$ cat config.mk
export PLATFORM = sky130hd
export DESIGN_NAME = rr8_dec_sched_flat
export DESIGN_NICKNAME = d
export VERILOG_FILES = /design/src/rtl/rr8_pkg.sv /design/src/rtl/rr8_dec_sched_if.sv /design/src/rtl/rr8_prio_pick.sv /design/src/rtl/rr8_dec_sched.sv /design/src/flat_wrapper.sv
export SDC_FILE = /design/constraint.sdc
export NUM_CORES = 1
export LEC_CHECK = 0
export CAP_MARGIN = 25
export CORE_MARGIN = 8
export CORE_UTILIZATION = 60
export DETAILED_ROUTE_END_ITERATION = 12
export GPL_TIMING_DRIVEN = 0
export PLACE_DENSITY = 0.82
export SLEW_MARGIN = 10
export SYNTH_ARGS = -nofsm -noshare
export SYNTH_HDL_FRONTEND = slang
export SYNTH_SLANG_ARGS = --single-unit
export TNS_END_PERCENT = 20
$ cat constraint.sdc
create_clock -name clk -period 8.9 [get_ports clk]
set_input_delay 2.225 -clock clk [delete_from_list [all_inputs] [get_ports clk]]
set_output_delay 2.225 -clock clk [all_outputs]
set_load 0.01 [all_outputs]
$ cat src/rtl/rr8_pkg.sv
// rtl/rr8_pkg.sv - shared constants, state enum and sweep helper for rr8_dec_sched (RR_SWEEP_EN adds SWEEP)
package rr8_pkg;

  localparam int NUM_REQ     = 8;
  localparam int ID_W        = 3;
  localparam int SWEEP_STEPS = 15;

  typedef enum logic [1:0] {
    ST_IDLE  = 2'd0,
    ST_GRANT = 2'd1,
    ST_GAP   = 2'd2
`ifdef RR_SWEEP_EN
    ,
    ST_SWEEP = 2'd3
`endif
  } state_e;

`ifdef RR_SWEEP_EN
  // Sweep walks up 0..7 and back down to 0 over 15 steps.
  function automatic logic [ID_W-1:0] sweep_addr(input logic [3:0] step);
    return (step < 4'd8) ? step[ID_W-1:0] : ID_W'(4'd14 - step);
  endfunction
`endif

endpackage

$ cat src/rtl/rr8_dec_sched_if.sv
// rtl/rr8_dec_sched_if.sv - requester/decoder-side bus of rr8_dec_sched (RR_SWEEP_EN adds sweep_go/sweep_busy)
interface rr8_dec_sched_if;

  logic [rr8_pkg::NUM_REQ-1:0] req;
  logic                        lock;
  logic                        dec_en;
  logic [rr8_pkg::ID_W-1:0]    dec_add;
  logic                        done;
`ifdef RR_SWEEP_EN
  logic                        sweep_go;
  logic                        sweep_busy;

  modport master (output req, lock, sweep_go, input dec_en, dec_add, done, sweep_busy);
  modport slave  (input req, lock, sweep_go, output dec_en, dec_add, done, sweep_busy);
`else
  modport master (output req, lock, input dec_en, dec_add, done);
  modport slave  (input req, lock, output dec_en, dec_add, done);
`endif

endinterface

$ cat src/rtl/rr8_prio_pick.sv
// rtl/rr8_prio_pick.sv - rotating-priority pick of the first set req bit at or after ptr
module rr8_prio_pick
  import rr8_pkg::*;
(
  input  logic [NUM_REQ-1:0] req,
  input  logic [ID_W-1:0]    ptr,
  output logic               any,
  output logic [ID_W-1:0]    idx
);

  logic [ID_W-1:0] cand;

  always_comb begin
    any  = 1'b0;
    idx  = '0;
    cand = '0;
    // Scan farthest-first so the nearest set bit at/after ptr is the last one written.
    for (int i = NUM_REQ - 1; i >= 0; i--) begin
      cand = ptr + ID_W'(i);
      if (req[cand]) begin
        any = 1'b1;
        idx = cand;
      end
    end
  end

endmodule

$ cat src/rtl/rr8_dec_sched.sv
// rtl/rr8_dec_sched.sv - round-robin grant scheduler driving an external decoder38; RR_SWEEP_EN adds a 0..7..0 sweep
module rr8_dec_sched
  import rr8_pkg::*;
#(
  parameter int HOLD_CYCLES = 4,
  parameter int GAP_CYCLES  = 1
) (
  input  logic           clk,
  input  logic           rst_n,
  rr8_dec_sched_if.slave bus
);

  localparam logic [7:0] HOLD_C = 8'(HOLD_CYCLES);
  localparam logic [3:0] GAP_C  = 4'(GAP_CYCLES);
  localparam bit         NO_GAP = (GAP_CYCLES == 0);

  state_e          state_q, state_d;
  logic            dec_en_q, dec_en_d;
  logic            done_q, done_d;
  logic [ID_W-1:0] dec_add_q, dec_add_d;
  logic [ID_W-1:0] ptr_q, ptr_d;
  logic [7:0]      hold_q, hold_d;
  logic [3:0]      gap_q, gap_d;
  logic [ID_W-1:0] pick_ptr, pick_idx;
  logic            pick_any;
  logic            grant_end, gap_end, new_grant;
`ifdef RR_SWEEP_EN
  logic [3:0]      step_q, step_d;
  logic            busy_q, busy_d;
  logic            sweep_end;
`endif

  // While granting, arbitrate from the slot after the grantee so back-to-back grants rotate.
  assign pick_ptr = (state_q == ST_GRANT) ? dec_add_q + 1'b1 : ptr_q;

  rr8_prio_pick u_pick (
    .req (bus.req),
    .ptr (pick_ptr),
    .any (pick_any),
    .idx (pick_idx)
  );

  assign grant_end = (state_q == ST_GRANT) &&
                     (!bus.req[dec_add_q] || (!bus.lock && hold_q == HOLD_C));
  assign gap_end   = (state_q == ST_GAP) && (gap_q == GAP_C);
`ifdef RR_SWEEP_EN
  assign sweep_end = (state_q == ST_SWEEP) && (hold_q == HOLD_C) &&
                     (step_q == 4'(SWEEP_STEPS - 1));
`endif

  always_ff @(posedge clk or negedge rst_n) begin
    if (!rst_n) state_q <= ST_IDLE;
    else        state_q <= state_d;
  end

  always_comb begin
    state_d = state_q;
    case (state_q)
      ST_IDLE: begin
`ifdef RR_SWEEP_EN
        if (bus.sweep_go) state_d = ST_SWEEP;
        else
`endif
        if (pick_any) state_d = ST_GRANT;
      end
      ST_GRANT: begin
        if (grant_end) begin
          if (NO_GAP) state_d = pick_any ? ST_GRANT : ST_IDLE;
          else        state_d = ST_GAP;
        end
      end
      ST_GAP: begin
        if (gap_end) state_d = pick_any ? ST_GRANT : ST_IDLE;
      end
`ifdef RR_SWEEP_EN
      ST_SWEEP: begin
        if (sweep_end) state_d = ST_IDLE;
      end
`endif
      default: state_d = ST_IDLE;
    endcase
  end

  always_comb begin
    dec_en_d  = dec_en_q;
    dec_add_d = dec_add_q;
    done_d    = 1'b0;
    ptr_d     = ptr_q;
    hold_d    = hold_q;
    gap_d     = gap_q;
    new_grant = 1'b0;
`ifdef RR_SWEEP_EN
    step_d    = step_q;
    busy_d    = busy_q;
`endif
    case (state_q)
      ST_IDLE: begin
`ifdef RR_SWEEP_EN
        if (bus.sweep_go) begin
          dec_en_d  = 1'b1;
          dec_add_d = '0;
          hold_d    = 8'd1;
          step_d    = '0;
          busy_d    = 1'b1;
        end
        else
`endif
        new_grant = pick_any;
      end
      ST_GRANT: begin
        if (grant_end) begin
          done_d    = 1'b1;
          dec_en_d  = 1'b0;
          ptr_d     = dec_add_q + 1'b1;
          gap_d     = 4'd1;
          new_grant = NO_GAP && pick_any;
        end else if (!bus.lock) begin
          hold_d = hold_q + 8'd1;
        end
      end
      ST_GAP: begin
        if (gap_end) new_grant = pick_any;
        else         gap_d     = gap_q + 4'd1;
      end
`ifdef RR_SWEEP_EN
      ST_SWEEP: begin
        if (hold_q != HOLD_C) begin
          hold_d = hold_q + 8'd1;
        end else if (sweep_end) begin
          dec_en_d = 1'b0;
          done_d   = 1'b1;
          busy_d   = 1'b0;
        end else begin
          step_d    = step_q + 4'd1;
          dec_add_d = sweep_addr(step_q + 4'd1);
          hold_d    = 8'd1;
        end
      end
`endif
      default: ;
    endcase
    if (new_grant) begin
      dec_en_d  = 1'b1;
      dec_add_d = pick_idx;
      hold_d    = 8'd1;
    end
  end

  always_ff @(posedge clk or negedge rst_n) begin
    if (!rst_n) begin
      dec_en_q  <= 1'b0;
      dec_add_q <= '0;
      done_q    <= 1'b0;
      ptr_q     <= '0;
      hold_q    <= '0;
      gap_q     <= '0;
`ifdef RR_SWEEP_EN
      step_q    <= '0;
      busy_q    <= 1'b0;
`endif
    end else begin
      dec_en_q  <= dec_en_d;
      dec_add_q <= dec_add_d;
      done_q    <= done_d;
      ptr_q     <= ptr_d;
      hold_q    <= hold_d;
      gap_q     <= gap_d;
`ifdef RR_SWEEP_EN
      step_q    <= step_d;
      busy_q    <= busy_d;
`endif
    end
  end

  assign bus.dec_en  = dec_en_q;
  assign bus.dec_add = dec_add_q;
  assign bus.done    = done_q;
`ifdef RR_SWEEP_EN
  assign bus.sweep_busy = busy_q;
`endif

endmodule

$ cat src/flat_wrapper.sv
// flat-port wrapper written by rule: the top's interface ports become plain ports
module rr8_dec_sched_flat import rr8_pkg::*;
#(
  parameter int HOLD_CYCLES = 4,
  parameter int GAP_CYCLES  = 1
)
  (clk, rst_n, bus_req, bus_lock, bus_dec_en, bus_dec_add, bus_done);
  rr8_dec_sched_if bus_i ();
  input  logic clk;
  input  logic rst_n;
  input wire logic [$bits(bus_i.req)-1:0] bus_req;
  input wire logic [$bits(bus_i.lock)-1:0] bus_lock;
  output wire logic [$bits(bus_i.dec_en)-1:0] bus_dec_en;
  output wire logic [$bits(bus_i.dec_add)-1:0] bus_dec_add;
  output wire logic [$bits(bus_i.done)-1:0] bus_done;
  assign bus_i.req = bus_req;
  assign bus_i.lock = bus_lock;
  assign bus_dec_en = bus_i.dec_en;
  assign bus_dec_add = bus_i.dec_add;
  assign bus_done = bus_i.done;
  rr8_dec_sched #(.HOLD_CYCLES(HOLD_CYCLES), .GAP_CYCLES(GAP_CYCLES)) u_core (.clk(clk), .rst_n(rst_n), .bus(bus_i));
endmodule
Word-level counts from Yosys, hierarchy flattened
Cells that the tools add are included.
{"block": "classes", "addsub": 10, "n_mul": 0, "n_div": 0, "n_lt_le_gt_ge": 9, "n_eq_ne": 10, "shift": 0, "mux": 54, "bitwise_logic": 0, "n_reduce_logical": 15}
{"op": "3-bit by 4-bit less-than comparator with 1-bit output, second input constant", "count": 9}
{"op": "8-bit 2-to-1 mux", "count": 4}
{"op": "1-bit binary-select mux with 3-bit select", "count": 9}
{"op": "3-bit 2-to-1 mux", "count": 9}
{"op": "1-bit 2-to-1 mux", "count": 24}
{"op": "3-bit adder, second input constant", "count": 4}
{"op": "3-bit AND reduction", "count": 3}
{"op": "8-bit by 1-bit adder with 8-bit output, second input constant", "count": 1}
{"op": "8-bit by 3-bit == test with 1-bit output, second input constant", "count": 1}
{"op": "4-bit 2-to-1 mux", "count": 2}
{"op": "2-bit by 1-bit inequality test with 1-bit output, second input constant", "count": 4}
{"op": "4-bit one-hot mux with 2 select lines", "count": 1}
{"op": "3-bit by 1-bit adder with 3-bit output, second input constant", "count": 2}
{"op": "3-bit by 2-bit adder with 3-bit output, second input constant", "count": 2}
{"op": "2-bit 2-to-1 mux", "count": 3}
{"op": "2-bit one-hot mux with 3 select lines", "count": 1}
{"op": "2-bit nonzero test", "count": 3}
{"op": "4-bit by 1-bit adder with 4-bit output, second input constant", "count": 1}
{"op": "4-bit by 1-bit == test with 1-bit output, second input constant", "count": 1}
{"op": "2-bit inequality test, second input constant", "count": 2}
{"op": "2-bit AND reduction", "count": 2}
{"op": "1-bit logical AND", "count": 3}
{"op": "2-bit by 1-bit == test with 1-bit output, second input constant", "count": 1}
{"op": "2-bit == test, second input constant", "count": 1}
{"op": "other kinds (4)", "count": 5}
{"block": "totals", "register_bits": 22, "latch_bits": 0, "ramBits": 0, "mem_bits_ro": 0, "inputBits": 11, "output_inout_bits": 5, "wordCells": 105, "n_memories": 0}

Logic depth before layout (Yosys ltp)
Gate-level depths: netlist of run 1.
{"block": "logic_depth", "ltp_word": 17, "ltp_mapped": 14, "ltp_nobuf": 11}

Modules after synthesis
From an unflattened synthesis of run 1, not the netlist that was laid out.
{"block": "hier_totals", "hier_cells": 217, "hier_area_um2": 1999.4}
{"module": "rr8_dec_sched", "instances": 1, "cells_each": 127, "area_per_inst_um2": 1217.4, "seq_area_each_um2": 550.5}
{"module": "rr8_prio_pick", "instances": 1, "cells_each": 90, "area_per_inst_um2": 782.0, "seq_area_each_um2": 0.0}

Worst setup path after synthesis of run 1
Ideal clock, no wire load.
{"block": "synth_timing", "path_kind": "input-to-reg", "from": "input port bus_req[5]", "to": "register u_core.dec_add_q[0] (netlist: u_core.bus.dec_add[0])", "setup_time_ns": 0.136, "arrival_ns": 3.840, "required_time_ns": 8.764, "path_slack_ns": 4.924, "path_stages": 7, "n_path_buf": 1, "cell_sequence": "mux4_2 -> or2_1 -> a2111o_1 -> o31a_1 -> buf_2 -> nor2_1 -> a31oi_1"}
{"block": "synth_between", "elab_chain_len": 12, "word_cells_on_any_way": 34, "classes_between": "mux (34)"}
{"item": "start, declared", "line_no": "flat_wrapper.sv:11", "text": "input wire logic [$bits(bus_i.req)-1:0] bus_req;"}
{"item": "1-bit binary-select mux with 3-bit select", "line_no": "rr8_prio_pick.sv:20", "text": "if (req[cand]) begin"}
{"item": "1-bit 2-to-1 mux (implied by the code)", "line_no": "rr8_prio_pick.sv:20"}
{"item": "1-bit 2-to-1 mux (8 in series)", "line_no": "rr8_prio_pick.sv:20"}
{"item": "1-bit 2-to-1 mux", "line_no": "rr8_dec_sched.sv:122", "text": "if (gap_end) new_grant = pick_any;"}
{"item": "1-bit one-hot mux with 2 select lines", "line_no": "rr8_dec_sched.sv:96", "text": "case (state_q)"}
{"item": "end signal, assigned", "line_no": "rr8_dec_sched.sv:152", "text": "dec_add_q <= '0;"}
{"item": "end signal, assigned", "line_no": "rr8_dec_sched.sv:163", "text": "dec_add_q <= dec_add_d;"}
{"item": "end, declared", "line_no": "rr8_dec_sched.sv:20", "text": "logic [ID_W-1:0] dec_add_q, dec_add_d;"}
Parallel ways exist; a longest one is shown, timed or not. The select of a mux whose other input is x is not followed.
A chain may end at the register's enable or synchronous reset.

Worst setup path in the final report of run 1
{"block": "layout_timing", "from": "input port bus_req[2]", "to": "register u_core.hold_q[7]"}
{"block": "layout_between", "elab_chain_len": 14, "word_cells_on_any_way": 36, "classes_between": "eq/ne (2); mux (29); reduce/logical (5)"}
{"item": "1-bit binary-select mux with 3-bit select", "line_no": "rr8_prio_pick.sv:20"}
{"item": "1-bit 2-to-1 mux (implied by the code)", "line_no": "rr8_prio_pick.sv:20"}
{"item": "1-bit 2-to-1 mux (8 in series)", "line_no": "rr8_prio_pick.sv:20"}
{"item": "1-bit 2-to-1 mux", "line_no": "rr8_dec_sched.sv:122"}
{"item": "1-bit one-hot mux with 2 select lines", "line_no": "rr8_dec_sched.sv:96"}
{"item": "2-bit inequality test (no source line) (tied with other cells)"}
{"item": "3-bit AND reduction (no source line)"}
{"item": "end signal, assigned", "line_no": "rr8_dec_sched.sv:166", "text": "hold_q <= hold_d;"}
{"item": "end, declared", "line_no": "rr8_dec_sched.sv:22", "text": "logic [7:0] hold_q, hold_d;"}
Parallel ways exist; a longest one is shown, timed or not. The select of a mux whose other input is x is not followed.

==> flow_summary.ini, run 1 <==
[setup_path]
worst_r2r_path_depth = 13
rrSetupSlack_ns = 4.71
worstPathRequired_ns = 9.15
timing.rr.start = u_core.bus.dec_add[1]$_DFFE_PN0P_
crit_fanout = 8
regToRegEndpoint = u_core.bus.dec_add[0]$_DFFE_PN0P_
end_kind = register
startpoint_type = input port
cp.arrival_ns = 4.84
path_class = in -> reg

[grt]
grt_pass1_wl_mm = 8.78
grt_pass1_vias = 1879
grt_max_degree = 23
grt_use_total_pct = 19.6
antenna_found_initial = 0
grt-ovfl-total = 0

[sta]
timing.final.hold_violations = 0
period_needed_ns = 4.59
grt_setup_unrepaired = false
fin_crit_sh_pct = 51.6
relSlewSlack_pct = 62.5
drv_slew = 0
clock_skew_ns = 0.00813
setup_viol = 0
setup-tns-final_ns = 0
worst_pin_slew_ns = 0.556
max_freq_mhz = 218

[cts]
cts-root-buf = clkbuf_4
ctsLongestPathBuffers = 2
cts_tree = yes
cts.sinks = 22
path_clk_slew_ns = 0.12
numCtsBuffers = 3
clock_latency_ns = 0.31
cts_resized = 0
h-tree-depth = 1
post_cts_buffers = 0
hold_buffers = 0

[drt]
wire_per_inst_um = 17.1
vias = 1974
vias_per_cell = 6.51
firstDrtPassIters = 5
detail-route-antenna-nets = 0
drcViolationCount = 0
totalWireLength_mm = 5.19
drt_iter0_markers = 222

[synth]
synth_edf_count = 0
ys.flop_type = dfrtp_1
ys_seq_area_share_pct = 26.4
syn_nets = 255
async_flop_share_pct = 100
ys_types = 57
synth_area_um2 = 2080
synth_seq_cells = 22
yosysWarnings = 0
syn_inst = 238
synth.avg_cell_area_um2 = 8.76

[hold_path]
min_from = u_core.bus.dec_en$_DFFE_PN0P_
min_path_cells = 2
hold_class = reg -> reg
worstHoldEndpoint = u_core.bus.dec_en$_DFFE_PN0P_

[finish]
area_growth_pct = 11.6
final_layout_size_suffix_gt1_share_pct = 12.8
antennaDiodeCount = 0
fin_nets = 276

[floorplan]
die_y_um = 74.9
die_width_um = 74.9
ioPinCount = 16
core.rowCount = 21
core-area_um2 = 3340
initial_utilization_pct = 62.5
die_area_um2 = 5620

[placement]
hpwl_mm = 3.94
gp_congestion = 0.892
io_buffers = 15

[outcome]
status = finished, final reports clean

[run]
cap_viol_max_count = 0
[cell families after synthesis]
| group | synth area share [%] |
|---|---|
| compound gates | 23.6 |
| xor+xnor | 4.14 |
| fa+ha+maj | 3.60 |
| buf+inv | 4.20 |
| flops | 26.4 |
| mux | 18.1 |
| simple gates | 20.0 |
[worst max-delay path, cell delays in order]
cell and delay, ns:
clkdlybuf4s50_1 0.66, mux4_2 0.30, mux2i_1 0.09, a41oi_1 0.31, nor3b_2 0.38, and2_1 0.22
nand3_1 0.15, or3_1 0.37, a21oi_1 0.14
[layout make-up]
| type | instances | area (um2) |
|---|---|---|
| Sequential cell | 22 | 551 |
| Tap cell | 46 | 57.6 |
| Clock buffer | 3 | 22.5 |
| Fill cell | 285 | 1010 |
| Buffer | 11 | 53.8 |
| Inverter | 9 | 33.8 |
| Multi-Input combinational cell | 196 | 1450 |
| Timing Repair Buffer | 16 | 161 |
[state kept, by name (all words and copies together), names as in the netlist]
register,flops
u_core.gap_q,4
u_core.bus.dec_add,3
u_core.state_q,2
u_core.ptr_q,3
u_core.bus.done,1
u_core.hold_q,8
u_core.bus.dec_en,1
[cell usage in the layout, fill, tap and decap left out, types with 3 or more instances in the layout]
cell type	instances
and2_1	5
mux2_2	7
or3_1	4
nor4_1	3
mux4_2	7
o22ai_1	3
mux2i_1	9
xnor2_1	3
xor2_1	5
nand2b_1	3
clkbuf_1	5
dfrtp_1	22
a21oi_1	20
nor2_1	16
clkdlybuf4s50_1	15
o211a_1	4
buf_2	4
o211ai_1	6
o21ai_0	17
inv_1	8
nand3_1	5
nand2_1	26
clkbuf_4	3
ha_1	6
nand3b_1	5
nor3_1	3
[Yosys cell counts, drive strengths merged (2+ instances only)]
cell | number | share of area [%]
nand3 | 5 | 1.2
nor2 | 16 | 2.9
ha | 6 | 3.6
nand2 | 26 | 4.7
xor2 | 5 | 2.1
a21oi | 20 | 4.8
nor2b | 2 | 0.60
xnor2 | 4 | 2.0
mux4 | 7 | 7.6
or3 | 4 | 1.2
dfrtp | 22 | 26
mux2 | 7 | 3.8
nand2b | 3 | 0.90
o21ai | 18 | 4.9
a2111oi | 2 | 0.84
buf | 6 | 1.7
and3 | 2 | 0.60
o22ai | 3 | 0.90
nor3b | 2 | 0.96
nor4 | 3 | 0.90
o21a | 2 | 0.72
a21o | 2 | 0.72
mux2i | 12 | 6.7
and2 | 5 | 1.5
nor3 | 3 | 0.72
o211ai | 6 | 2.2
o211a | 4 | 1.9
a211oi | 2 | 0.72
nand4 | 2 | 0.60
inv | 9 | 1.6
nand3b | 5 | 1.8
clkbuf | 5 | 0.90
or2 | 2 | 0.60
[layer usage]
layer  share of wire, %  track usage (%)
met5                  0                0
met4                1.0             4.57
met3                8.7             4.13
met2                 45             31.2
met1                 45             26.4
[metrics by stage]
stage | hold slack (ns) | worst slack (ns) | instances | area [um2] | utilization, %
finish | 0.538 | 4.31 | 303 | 2330 | 69.7
CTS | 0.547 | 4.32 | 302 | 2310 | 69.4
detailed placement | 0.520 | 4.00 | 299 | 2290 | 68.7
global route | 0.578 | 4.17 | 303 | 2330 | 69.7
global placement | 0.502 | 4.00 | 299 | 2290 | 68.7
floorplan | 0.503 | 4.92 | 238 | 2080 | -
[how the worst max path moves through the flow]
stage,to,start
after floorplan,u_core.bus.dec_add[0]$_DFFE_PN0P_,bus_req[5]
after global placement,u_core.hold_q[7]$_DFFE_PN0P_,bus_req[2]
after detailed placement,u_core.hold_q[6]$_DFFE_PN0P_,bus_req[2]
after CTS,u_core.hold_q[7]$_DFFE_PN0P_,bus_req[2]
after global routing,u_core.hold_q[6]$_DFFE_PN0P_,bus_req[2]
final,u_core.hold_q[7]$_DFFE_PN0P_,bus_req[2]
Power of run 1 is not shown: default switching activity piles up to over one toggle a cycle in this logic, so the estimate is an artifact.
==> run 2: changes to the inputs <==
CORE_UTILIZATION = 53   (was 60)
PLACE_DENSITY = 0.76   (was 0.82)
clock period = 3.9 ns   (was 8.9 ns; I/O delays follow)
==> flow_summary.ini, run 2 (synthesized netlist as in run 1, its figures left out) <==
[cts]
h-tree-depth = 1
clock_latency_ns = 0.27
hold_buffers = 0
cts_tree = yes
ctsLongestPathBuffers = 2
cts_resized = 1
path_clk_slew_ns = 0.07
cts.sinks = 22
post_cts_buffers = 0
cts-root-buf = clkbuf_8
numCtsBuffers = 3

[placement]
io_buffers = 15
hpwl_mm = 3.91
gp_congestion = 0.875
placed_cell_area_um2 = 2290

[grt]
grt_pass1_wl_mm = 8.35
grt_max_degree = 23
antenna_found_initial = 0
grt_use_total_pct = 16.4
grt_pass1_vias = 1773
grt-ovfl-total = 0

[drt]
drcViolationCount = 0
vias = 1927
detail-route-antenna-nets = 0
wire_per_inst_um = 17.1
drt_iter0_markers = 168
vias_per_cell = 6.36
totalWireLength_mm = 5.19
firstDrtPassIters = 4

[finish]
regMostFlops = u_core.hold_q
final_common_cell = nand2_1
nFillCells = 335
reg_top3 = u_core.hold_q x8, u_core.gap_q x4
fin_nets = 274
antennaDiodeCount = 0
final_cell_mix = 26 x nand2_1, 22 x dfrtp_1, 20 x a21oi_1
largest_reg_flops = 8
finalInstanceArea_um2 = 2360
final_layout_size_suffix_gt1_share_pct = 13.7
area_growth_pct = 13.3

[sta]
max_freq_mhz = 272
period_needed_ns = 3.68
fin_crit_sh_pct = 94.3
relSlewSlack_pct = 59.1
worst_pin_slew_ns = 0.607
whs_ns = 0.535
grt_setup_unrepaired = false
clock_skew_ns = 0.00718
setup-tns-final_ns = 0
drv_slew = 0
setup_viol = 0
timing.final.hold_violations = 0

[floorplan]
core-area_um2 = 3720
die_y_um = 78.7
die_width_um = 78.7
die_area_um2 = 6200
initial_utilization_pct = 56.1
core.rowCount = 22
ioPinCount = 16

[setup_path]
cp_slowest_stage_delay_ns = 0.47
cp.arrival_ns = 3.81
critical-path-top-delay-family = adder cells
path_buf_inv = 3
rrSetupSlack_ns = 0.22
worstPathCellList = ha_1 -> mux2i_4 -> inv_1 -> clkbuf_2 -> ha_4 -> mux4_2 -> or2_1 -> a2111o_1 -> o31a_1 -> buf_2 -> nor2_1 -> a31oi_1
worstPathRequired_ns = 4.03
startpoint_type = register
path_class = reg -> reg
slowest_stage = dfrtp_1
crit_fanout = 10
end_kind = register

[outcome]
status = finished, final reports clean

[hold_path]
hold_class = reg -> reg

[run]
cap_viol_max_count = 0
==> run 2: cell types whose count changed in the layout (fill, tap and decap cells not counted) <==
cell	previous run	this run
clkbuf_1	5	2
ha_1	6	5
clkbuf_2	0	1
ha_4	0	1
mux2i_2	2	1
mux2i_4	1	2
clkbuf_4	3	0
clkbuf_8	0	3
==> run 2: stage by stage <==
step / utilization [%] / setup WS, ns / cells
4_1_cts: 62.8 / 0.000525 / 303
3_5_place_dp: 61.8 / -0.224 / 301
3_3_place_gp: 61.8 / -0.207 / 301
2_1_floorplan: - / 0.306 / 238
5_1_grt: 63.6 / 0.0680 / 303
6_report: 63.6 / 0.222 / 303
==> run 2: path summary, 6_finish.rpt <==
check | to | depth (start not counted) | from
hold reg to reg | u_core.bus.dec_en$_DFFE_PN0P_ | 2 | u_core.bus.dec_en$_DFFE_PN0P_
max in group asynchronous | u_core.ptr_q[1]$_DFFE_PN0P_ | 2 | rst_n
hold / removal | u_core.bus.dec_en$_DFFE_PN0P_ | 2 | u_core.bus.dec_en$_DFFE_PN0P_
min in group asynchronous | u_core.hold_q[1]$_DFFE_PN0P_ | 1 | rst_n
setup / recovery | u_core.bus.dec_add[0]$_DFFE_PN0P_ | 12 | u_core.bus.dec_add[1]$_DFFE_PN0P_
setup reg to reg | u_core.bus.dec_add[0]$_DFFE_PN0P_ | 12 | u_core.bus.dec_add[1]$_DFFE_PN0P_
==> run 2: layout make-up <==
class | instances | area [um2] | share of cell area, %
Inverter | 9 | 33.8 | 1.43
Multi-Input combinational cell | 196 | 1470 | 62.1
Sequential cell | 22 | 551 | 23.3
Tap cell | 48 | 60.1 | 2.54
Clock buffer | 3 | 41.3 | 1.75
Buffer | 9 | 47.5 | 2.01
Timing Repair Buffer | 16 | 161 | 6.83
==> run 2: tightest hold or removal path: cells and delay by family, from the launching register on <==
kind               cells  cell delay (ns)
DFF                    1             0.34
and+or+nand+nor        1             0.08
AOI/OAI and AO/OA      1             0.08
==> run 2: layer usage <==
layer / vias up / part of all wire, % / global-route usage, %
li1: 936 / - / -
met1: 920 / 47 / 23.0
met2: 64 / 45 / 25.1
met3: 7 / 7.3 / 3.60
met4: 0 / 0.85 / 3.52
met5: - / 0 / 0
Power of run 2 is left out for the same reason.
==> run 3: changes to the inputs <==
CAP_MARGIN = 20   (was 25)
REMOVE_ABC_BUFFERS = 1   (was default)
==> flow_summary.ini, run 3 (synthesized netlist as in run 1, its figures left out) <==
[finish]
final_layout_size_suffix_gt1_share_pct = 14.2
final_cell_mix = 26 x nand2_1, 22 x dfrtp_1, 20 x a21oi_1
fin_nets = 271
regMostFlops = u_core.hold_q
area_growth_pct = 14.4
final_common_cell = nand2_1
reg_top3 = u_core.hold_q x8, u_core.gap_q x4
fin_util_pct = 64.2
nFillCells = 310
antennaDiodeCount = 0
largest_reg_flops = 8

[drt]
vias = 1965
drcViolationCount = 0
wire_per_inst_um = 17.6
detail-route-antenna-nets = 0
vias_per_cell = 6.53
drt_iter0_markers = 210
firstDrtPassIters = 4
totalWireLength_mm = 5.30

[placement]
io_buffers = 15
gp_congestion = 0.909
hpwl_mm = 3.86

[cts]
numCtsBuffers = 3
ctsLongestPathBuffers = 2
cts-root-buf = clkbuf_8
clock_latency_ns = 0.27
cts_tree = yes
cts.sinks = 22
hold_buffers = 0
path_clk_slew_ns = 0.08
h-tree-depth = 1

[setup_path]
worstPathRequired_ns = 4.06
path_class = reg -> reg
startpoint_type = register
worstPathCellList = ha_1 -> mux2i_4 -> inv_1 -> ha_4 -> mux4_2 -> or2_1 -> a2111o_1 -> o31a_1 -> inv_1 -> o31ai_1
crit_fanout = 14
crit_path_frequent_cell = inv_1
cp.arrival_ns = 3.84
end_kind = register
worst_r2r_path_depth = 10
cp_slowest_stage_delay_ns = 0.51
slowest_stage = dfrtp_1

[outcome]
status = finished, final reports clean

[sta]
relSlewSlack_pct = 40.6
worst_pin_slew_ns = 0.874
grt_setup_unrepaired = false
fin_crit_sh_pct = 94.6
period_needed_ns = 3.69
setup_viol = 0
timing.final.hold_violations = 0
clock_skew_ns = 0.00602
max_freq_mhz = 271
drv_slew = 0

[grt]
grt-ovfl-total = 0
antenna_found_initial = 0
use_met1_pct = 24.1
grt_pass1_vias = 1907
grt_use_total_pct = 17.4
grt_max_degree = 23
grt_pass1_wl_mm = 8.94
grt_util_met2_pct = 26.7
met3_usage_pct = 2.93
busiest_layer = met2

[run]
cap_viol_max_count = 0

[hold_path]
min_path_cells = 2
hold_class = reg -> reg

[floorplan]
core.rowCount = 22
die_area_um2 = 6200
initial_utilization_pct = 56.1
core-area_um2 = 3720
die_y_um = 78.7
ioPinCount = 16
die_width_um = 78.7
[run 3: critical path: cells and delay by family (launching register included)]
family,cells,cell delay (ns)
buf+inv,2,0.50
mux,2,0.58
flops,1,0.51
compound gates,3,0.84
simple gates,1,0.28
fa+ha+maj,2,0.85
[run 3: timing repair]
item	in CTS	in global routing
hold endpoints to repair	0	0
endpoints found under the setup margin	13	6
setup buffers	1	5
gates resized for setup	4	1
cloned	0	0
[run 3: metal layers]
metal | vias up | share of wire (%)
li1 | 927 | -
met1 | 946 | 45
met2 | 81 | 47
met3 | 11 | 7.1
met4 | 0 | 1.2
met5 | - | 0
[run 3: path summary, 6_finish.rpt]
check / startpoint / to / slack [ns]
worst max-delay path: u_core.bus.dec_add[0]$_DFFE_PN0P_ / u_core.bus.dec_add[2]$_DFFE_PN0P_ / 0.21
worst min-delay path: u_core.bus.dec_en$_DFFE_PN0P_ / u_core.bus.dec_en$_DFFE_PN0P_ / 0.52
worst max register to register: u_core.bus.dec_add[0]$_DFFE_PN0P_ / u_core.bus.dec_add[2]$_DFFE_PN0P_ / 0.21
worst min register to register: u_core.bus.dec_en$_DFFE_PN0P_ / u_core.bus.dec_en$_DFFE_PN0P_ / 0.52
max in group asynchronous: rst_n / u_core.bus.dec_add[0]$_DFFE_PN0P_ / 2.45
min in group asynchronous: rst_n / u_core.hold_q[0]$_DFFE_PN0P_ / 1.01
[run 3: final cells by class]
cell class	instances	area (um2)	share of cell area (%)
Sequential cell	22	551	23.1
Timing Repair Buffer	22	210	8.81
Multi-Input combinational cell	196	1480	61.9
Inverter	9	33.8	1.42
Clock buffer	4	55.1	2.31
Tap cell	48	60.1	2.52
[run 3: through the flow]
step                      hold WS [ns]  TNS (ns)  instance area (um2)  std cells  setup WS, ns
after floorplan                  0.503     -1.73                 2030        227        -0.228
after global placement           0.501    -12.10                 2240        290         -1.09
after detailed placement         0.503    -13.12                 2240        290         -1.15
after CTS                        0.523         0                 2320        295        0.0355
after global routing             0.558         0                 2380        301        0.0472
final                            0.524         0                 2380        301         0.212
Power of run 3 is left out for the same reason.
==> RTL change (config.mk and constraints of run 3) <==
Take the reset off `hold_q` and load it in a clocked block of its own.
--- a/src/rtl/rr8_dec_sched.sv
+++ b/src/rtl/rr8_dec_sched.sv
@@ -152,7 +152,6 @@
       dec_add_q <= '0;
       done_q    <= 1'b0;
       ptr_q     <= '0;
-      hold_q    <= '0;
       gap_q     <= '0;
 `ifdef RR_SWEEP_EN
       step_q    <= '0;
@@ -163,13 +162,16 @@
       dec_add_q <= dec_add_d;
       done_q    <= done_d;
       ptr_q     <= ptr_d;
-      hold_q    <= hold_d;
       gap_q     <= gap_d;
 `ifdef RR_SWEEP_EN
       step_q    <= step_d;
       busy_q    <= busy_d;
 `endif
     end
+  end
+
+  always_ff @(posedge clk) begin
+    hold_q <= hold_d;
   end
 
   assign bus.dec_en  = dec_en_q;
Function: same outputs for any inputs over 10 cycles, from zero or initial values and one cycle with rst_n low; that may be too few to reach the edited logic, so the function may still have changed.
==> RTL change against run 3 <==
  * Sequential cell count unchanged
  * Cell count shrank 9.3%
  * Design area shrank 9.3%
  * Maximum frequency up 1.0%
  * Global-route usage shrank 2.7 points
  * Area after synthesis is 7.4% lower
  * Wire length fell by 21%
  * Via count down 18%
  * Utilization is 3.8 points lower
  * Setup slack improved by 38 ps
  * Sequential share of layout area up 0.53 points
Power is left out: the tool's default activity adds up to more than one toggle a clock period on the data nets, which glitch-free logic cannot reach.
==> RTL change: results (changes against run 3) <==
GRT
  – First-pass GRT wire length: 7320 um (was 8940 um)
  – Met3 GRT Util: 3.07% (was 2.93%)
  – Vias in the first global route: 1544 (was 1907)
  – GR Layer Usage met1: 19.3% (was 24.1%)
  – All-Layer GR Usage: 14.6% (was 17.4%)
  – Met2 usage in global routing: 23.6% (was 26.7%)
  – Pin count of the biggest net entering global routing: 18 (was 23)
  – Initial antenna violation count: 0 (unchanged)

Setup path
  – Worst Path Max Fanout: 17 (was 14)
  – Crit path largest cell delay: 650 ps (was 510 ps)
  – CP max stage cell: mux2i_1 (was dfrtp_1)
  – Crit path DAT: 3880 ps (was 3840 ps)
  – Critical path class: reg -> reg (unchanged)
  – Kind of cell adding the most delay to the critical path: multiplexers (was adder cells)

Timing
  – Relative slew slack: 42.3% (was 40.6%)
  – Clock skew: 11.5 ps (was 6.02 ps)

CTS
  – Clk buf depth: 2 (unchanged)
  – CTS root buffer: clkbuf_4 (was clkbuf_8)
  – Clk pin slew, worst setup/hold paths: 110 ps (was 80 ps)
  – Clk Latency, worst-skew pair: 310 ps (was 270 ps)
  – H-tree depth: 1 (unchanged)
  – CTS buffer count: 3 (unchanged)

Synthesis
  – Synth async-reset ratio: 63.6% (was 100%)
  – Synth area leaders: dfrtp_1, mux2i_1, dfxtp_1 (was dfrtp_1, mux4_2, a21oi_1)
  – Warnings from Yosys: 0 (unchanged)
  – Synth unique cells: 50 (was 57)
  – Dominant synthesized flop cell: dfrtp_1 (unchanged)
  – Synth cell count leaders: mux2i_1, nor2_1, nand2_1 (was nand2_1, dfrtp_1, a21oi_1)
  – Sequential area share after synthesis: 26.5% (was 26.4%)

Routing
  – Via count: 1603 (was 1965)
  – Drt first-iter violations: 103 (was 210)
  – Post-DR wirelength/cell: 15.4 um (was 17.6 um)
  – Initial DRT Pass Iterations: 4 (unchanged)

Final layout
  – Number of antenna diodes: 0 (unchanged)
  – Share of cells above drive strength 1: 11.1% (was 14.2%)
  – Fillers: 316 (was 310)
  – Layout Nets: 243 (was 271)
  – Largest registers: u_core.hold_q (8), u_core.gap_q (4) (unchanged)

Placement
  – IO buf count: 15 (unchanged)
  – Post-DP Area: 2080 sq um (was 2240 sq um)
  – GP Congestion: 0.872 (was 0.909)
  – Post-DP HPWL: 3100 um (was 3860 um)
  – Place WS: -700 ps (was -1150 ps)

Worst hold path
  – Worst hold path type: reg -> reg (unchanged)

Run status
  – Status: finished, final reports clean (unchanged)
==> RTL change: path summary, 6_finish.rpt <==
kind,start,end,slack [ps],depth (start not counted)
min reg2reg,u_core.bus.dec_en,u_core.bus.dec_en,490,1
max in group asynchronous,rst_n,u_core.bus.dec_en,2460,1
min,u_core.bus.dec_en,u_core.bus.dec_en,490,1
max,u_core.bus.dec_add[0],u_core.bus.dec_add[0],250,10
min in group asynchronous,rst_n,u_core.bus.dec_add[2],1030,1
max reg2reg,u_core.bus.dec_add[0],u_core.bus.dec_add[0],250,10
==> RTL change: metrics by stage <==
step	std cells	hold slack (ps)	TNS (ps)
floorplan	204	480	0
global placement	267	462	-6220
detailed placement	267	470	-6070
CTS	272	496	0
global route	273	512	0
finish	273	494	0
==> RTL change: cell type report <==
| class | count | area (sq um) | share of cell area [%] |
|---|---|---|---|
| Clock buffer | 4 | 26.3 | 1.22 |
| Timing Repair Buffer | 17 | 165 | 7.64 |
| Sequential cell | 22 | 510 | 23.6 |
| Tap cell | 48 | 60.1 | 2.78 |
| Inverter | 12 | 48.8 | 2.26 |
| Multi-Input combinational cell | 170 | 1350 | 62.5 |
==> RTL change: kinds of logic (layout without fill, tap and decap cells) <==
| group | Yosys count | in the layout | synth area share (%) |
|---|---|---|---|
| AOI/OAI and AO/OA | 34 | 34 | 12.7 |
| xor gates and xnor gates | 13 | 13 | 6.29 |
| adders and majority gates | 6 | 6 | 3.89 |
| buffers and inverters | 19 | 33 | 5.32 |
| DFF | 22 | 22 | 26.5 |
| muxes | 48 | 48 | 28.1 |
| and+or+nand+nor | 69 | 69 | 17.3 |
==> RTL change: repair_timing <==
| action | CTS | global route |
|---|---|---|
| setup buffers | 1 | 1 |
| gates resized for setup | 5 | 1 |
| endpoints found under the setup margin | 13 | 2 |
| endpoints found under the hold margin | 0 | 0 |
==> RTL change: per-layer routing <==
layer	routed length, um	part of all wire [%]
met5	0	0
met4	27	0.64
met3	180	4.3
met2	1900	45
met1	2080	50
